===== src/rtl/xorshift_stream_bank.sv =====
// xorshift_stream_bank: NCH independent xorshift128 generators behind a
// valid/ready stream. Channels are served round-robin, one word per accept.
// After reset or reseed every channel is stepped WARMUP times before output.
// Optional feature macro PRNG_RANGE_EN: scales each word into [0, range)
// via the upper half of a 32x32 product (range == 0 passes the raw word).
module xorshift_stream_bank #(
  parameter int          NCH          = 4,
  parameter int          WARMUP       = 16,
  parameter logic [31:0] SEED_DEFAULT = 32'd88675123
) (
  input  logic                                   clk,
  input  logic                                   rst,
  input  logic                                   seed_valid,
  output logic                                   seed_ready,
  input  logic [31:0]                            seed,
  output logic                                   out_valid,
  input  logic                                   out_ready,
  output logic [31:0]                            out_data,
  output logic [((NCH > 1) ? $clog2(NCH) : 1)-1:0] out_ch,
  output logic                                   busy,
  input  logic [31:0]                            range
);

  localparam int PW = (NCH > 1) ? $clog2(NCH) : 1;
  localparam logic [15:0] LAST = (WARMUP > 0) ? 16'(WARMUP - 1) : 16'd0;

  typedef enum logic {WARM, RUN} state_t;
  localparam state_t START = (WARMUP > 0) ? WARM : RUN;

  state_t          state, state_nxt;
  logic [15:0]     cnt;
  logic [PW-1:0]   ptr;
  logic            load_req, warm_step, run_step;

  logic [31:0] xs [NCH];
  logic [31:0] ys [NCH];
  logic [31:0] zs [NCH];
  logic [31:0] ws [NCH];
  logic [31:0] w_sel;

  // Per-channel initial w: seed decorrelated by a golden-ratio multiple of k.
  function automatic logic [31:0] chan_seed(input int k, input logic [31:0] s);
    logic [31:0] kk;
    kk = 32'(k);
    return s ^ (kk * 32'h9E3779B9);
  endfunction

  // New w word of one xorshift128 step.
  function automatic logic [31:0] next_w(input logic [31:0] x, input logic [31:0] w);
    logic [31:0] t;
    t = x ^ (x << 11);
    return w ^ (w >> 19) ^ t ^ (t >> 8);
  endfunction

  // Next-state decode: warm-up runs unconditionally, RUN steps on accept
  // and a reseed in RUN takes priority over the step.
  always_comb begin
    state_nxt = state;
    load_req  = 1'b0;
    warm_step = 1'b0;
    run_step  = 1'b0;
    case (state)
      WARM: begin
        warm_step = 1'b1;
        if (cnt == LAST) state_nxt = RUN;
      end
      RUN: begin
        if (seed_valid) begin
          load_req  = 1'b1;
          state_nxt = START;
        end else if (out_ready) begin
          run_step = 1'b1;
        end
      end
      default: state_nxt = START;
    endcase
  end

  // Control registers: state, warm-up counter and round-robin pointer.
  always_ff @(posedge clk) begin
    if (rst) begin
      state <= START;
      cnt   <= 16'd0;
      ptr   <= '0;
    end else begin
      state <= state_nxt;
      if (load_req) begin
        cnt <= 16'd0;
        ptr <= '0;
      end else begin
        if (warm_step) cnt <= cnt + 16'd1;
        if (run_step)  ptr <= (ptr == PW'(NCH - 1)) ? '0 : ptr + 1'b1;
      end
    end
  end

  // Generator state: reload on reset/reseed, else step all (warm) or the served channel.
  always_ff @(posedge clk) begin
    for (int k = 0; k < NCH; k++) begin
      if (rst || load_req) begin
        xs[k] <= 32'd123456789;
        ys[k] <= 32'd362436069;
        zs[k] <= 32'd521288629;
        ws[k] <= chan_seed(k, rst ? SEED_DEFAULT : seed);
      end else if (warm_step || (run_step && (ptr == PW'(k)))) begin
        xs[k] <= ys[k];
        ys[k] <= zs[k];
        zs[k] <= ws[k];
        ws[k] <= next_w(xs[k], ws[k]);
      end
    end
  end

  assign w_sel      = ws[ptr];
  assign out_valid  = (state == RUN);
  assign seed_ready = (state == RUN);
  assign busy       = (state == WARM);
  assign out_ch     = ptr;

`ifdef PRNG_RANGE_EN
  logic [63:0] prod;
  logic        unused_prod_lo;
  assign prod           = {32'd0, w_sel} * {32'd0, range};
  assign unused_prod_lo = ^prod[31:0];
  assign out_data       = (range == 32'd0) ? w_sel : prod[63:32];
`else
  logic unused_range;
  assign unused_range = ^range;
  assign out_data     = w_sel;
`endif

endmodule

===== config.mk =====
export PLATFORM = sky130hd
export DESIGN_NAME = xorshift_stream_bank
export DESIGN_NICKNAME = d
export VERILOG_FILES = /design/src/rtl/xorshift_stream_bank.sv
export SDC_FILE = /design/constraint.sdc
export NUM_CORES = 1
export LEC_CHECK = 0
export BUFFER_PORTS_ARGS = -buffer_cell sky130_fd_sc_hd__buf_2
export CAP_MARGIN = 20
export CORE_ASPECT_RATIO = 1.2
export CORE_MARGIN = 3
export CORE_UTILIZATION = 55
export DETAILED_ROUTE_END_ITERATION = 7
export GPL_TIMING_DRIVEN = 0
export PLACE_DENSITY = 0.72
export SLEW_MARGIN = 10
export SYNTH_ARGS = -nofsm -noshare
export SYNTH_HDL_FRONTEND = slang
export SYNTH_SLANG_ARGS = --single-unit

===== constraint.sdc =====
create_clock -name clk -period 4.97 [get_ports clk]
set_input_delay 0.2485 -clock clk [delete_from_list [all_inputs] [get_ports clk]]
set_output_delay 0.2485 -clock clk [all_outputs]
set_load 0.005 [all_outputs]

==> results.py <==
metrics = {
    "status": {
        "status": "complete, no violations",
    },
    "synth": {
        "ys_ff_latch": 533,
        "synth.mux.area_fraction_pct": 3.75,
        "synth_top_family_by_area": "XOR/XNOR gates",
        "synthXorXnorAreaFrac_pct": 14.1,
        "yosys_warnings": 0,
        "synthFlopType": "edfxtp_1",
        "syn_avg_cell_area_sq_um": 14.0,
        "synth_cell_types": 48,
        "synthArstFlopShare_pct": 0,
        "synthesis.nets": 1833,
        "synth_fa_ha_area_share_pct": 0.253,
        "synth_area_sq_um": 24700,
        "synth-edff-count": 512,
        "syn_inst": 1760,
        "synth-seq-area-share_pct": 63.9,
        "synth_compound_area_share_pct": 2.75,
        "yosys.area_share.simple_pct": 13.4,
    },
    "sta": {
        "hold_viol_final": 0,
        "grt_setup_unrepaired": "false",
        "period_share_pct": 61.1,
        "max_slew.worst_pin.slew_ps": 1270,
        "fin_crit_ps": 3040,
        "finalSetupViolCount": 0,
        "max_slew_margin_pct": 15.2,
        "fmax_ghz": 0.329,
        "tns_ps": 0,
        "final-max-slew-violation-count": 0,
        "fin_skew_ps": 26.6,
    },
    "placed_design": {
        "dp_hpwl_mm": 48.7,
        "gp_congestion": 0.954,
        "io_buffers": 71,
    },
    "min_path": {
        "min_to": "out_valid",
        "min_path_cells": 3,
        "hp-start": "seed_valid",
        "min_path_type": "in2reg",
    },
    "setup_path": {
        "rrSetupSlack_ps": 1940,
        "crit_arrival_ps": 3350,
        "setup.worst_path.class": "in2reg",
        "cp-end-kind": "flip-flop",
        "reg2reg_depth": 6,
        "worst_r2r_endpoint": "xs[0][17]",
        "cp_max_fo": 51,
        "cp-start-kind": "input pin",
        "r2r_start": "out_valid",
        "cp.required_ps": 5280,
    },
    "layout": {
        "nets": 1968,
        "syn_to_final_growth_pct": 12.6,
        "final_util_pct": 63.1,
        "mostFrequentLayoutCell": "edfxtp_1",
        "most-common-layout-cells": "512 x edfxtp_1, 261 x xnor2_1, 197 x nand2b_1",
        "layout-drive-gt1-share_pct": 12.6,
    },
    "die": {
        "initial_core_util_pct": 56.0,
        "core_sq_um": 44100,
        "dieArea_sq_um": 47500,
        "num_rows": 84,
        "fp.dieH_um": 238,
        "io-pin-count": 105,
        "dieWidth_um": 200,
    },
    "routing": {
        "ant_nets": 0,
        "num_vias": 14600,
        "drc": 0,
        "vias_per_cell": 5.86,
        "drtIter0Drc": 1723,
        "drt-pass1-iter-count": 6,
        "wirelength_mm": 67.3,
        "wl_per_cell_um": 26.9,
    },
    "power_and_ir_drop": {
        "p_leak_nw": 10.0,
        "p_per_area_nw_per_um2": 526,
        "vdd_drop_max_mv": 0.322,
        "power_mw": 14.6,
    },
    "global_routing": {
        "grt_max_degree": 67,
        "overflow": 0,
        "grt_pass1_vias": 14200,
        "grt_use_total_pct": 28.4,
        "grt_pass1_wl_mm": 95.7,
        "antenna_found_initial": 2,
    },
    "cts": {
        "cts_setup_buffers": 0,
        "cts_sinks": 533,
        "cts_buffers": 55,
        "cts_max_level": 2,
        "clock_latency_ps": 620,
        "clkTransAtPathRegs_ps": 60,
        "ctsHoldBuffers": 0,
        "cts_tree": "yes",
        "root_buffer": "clkbuf_16",
        "cts_resized": 0,
        "cts_buffer_depth": 3,
    },
    "run": {
        "drv_cap": 0,
    },
}
-- kinds of logic (layout without fill, tap and decap cells) --
| kind of cell | after synthesis | after routing |
|---|---|---|
| adder cells (fa/ha/maj) | 5 | 5 |
| multiplexers | 51 | 51 |
| AO/OA/AOI/OAI | 125 | 125 |
| flip-flops | 533 | 533 |
| other | 0 | 1 |
| XOR/XNOR | 366 | 366 |
| buffers and inverters | 90 | 271 |
| AND/OR/NAND/NOR | 590 | 590 |
-- flip-flops by register name, indices dropped and copies added (netlist names), named ones only --
signal and count:
out_ch 2, zs 128, xs 128, ws 128
cnt 16, out_valid 1, ys 128
-- per-stage QoR --
stage	instances	setup WS, ps	hold WS, ps	area (sq um)
CTS	2500	1960	30.3	27800
global placement	2390	-1250	478	25800
finish	2501	1930	58.1	27800
detailed placement	2397	1330	484	26000
global route	2500	1790	54.7	27800
floorplan	1760	668	452	24700
-- critical path, stage by stage --
cell	delay, ps
buf_2	110
buf_4	230
clkbuf_1	340
buf_1	690
nor2_1	390
nand2_4	660
buf_12	320
buf_12	260
-- cells in the mapped netlist, types with 11 or more instances --
cell type / number / area share, %
a21oi_1: 62 / 1.3
and2_1: 189 / 4.8
buf_2: 17 / 0.34
buf_6: 11 / 0.50
clkbuf_1: 44 / 0.67
dfxtp_1: 21 / 1.7
edfxtp_1: 512 / 62
mux2i_1: 15 / 0.61
mux4_2: 32 / 2.9
nand2_1: 77 / 1.2
nand2b_1: 197 / 5.0
nor2_1: 76 / 1.2
nor3_1: 17 / 0.34
o21ai_0: 44 / 0.89
xnor2_1: 261 / 9.2
xnor3_1: 18 / 1.6
xor2_1: 85 / 3.0
-- report_power, final --
group / switching (mW) / internal [mW]
clock network: 1.76 / 2.53
logic: 1.36 / 1.76
registers: 1.12 / 6.10
total: 4.24 / 10.4
-- cell type report --
type | instances | area (sq um)
flip-flops and latches | 533 | 15800
multi-input cells | 1137 | 8490
diodes | 1 | 2.50
clock buffers | 67 | 1440
clock inverters | 36 | 414
well taps | 559 | 699
inverters | 7 | 26.3
repair buffers | 78 | 533
fillers | 3299 | 16300
plain buffers | 83 | 437
-- per-layer routing --
layer / GRT usage (%) / vias to the layer above / part of all wire [%]
met3: 5.23 / 180 / 8.5
met2: 44.6 / 760 / 46
met5: 0 / - / 0
met4: 15.7 / 0 / 6.7
met1: 37.7 / 7311 / 38
li1: - / 6395 / -
-- how the worst max path moves through the flow --
stage,startpoint,endpoint,slack [ps]
after floorplan,rst,ws[1][0],670
after global placement,rst,xs[0][14],-1250
after detailed placement,rst,xs[0][17],1330
after CTS,out_valid,xs[0][23],1960
after global routing,out_valid,xs[0][12],1790
final,rst,xs[0][17],1930
Note: power is estimated with default switching activity, not from simulation.
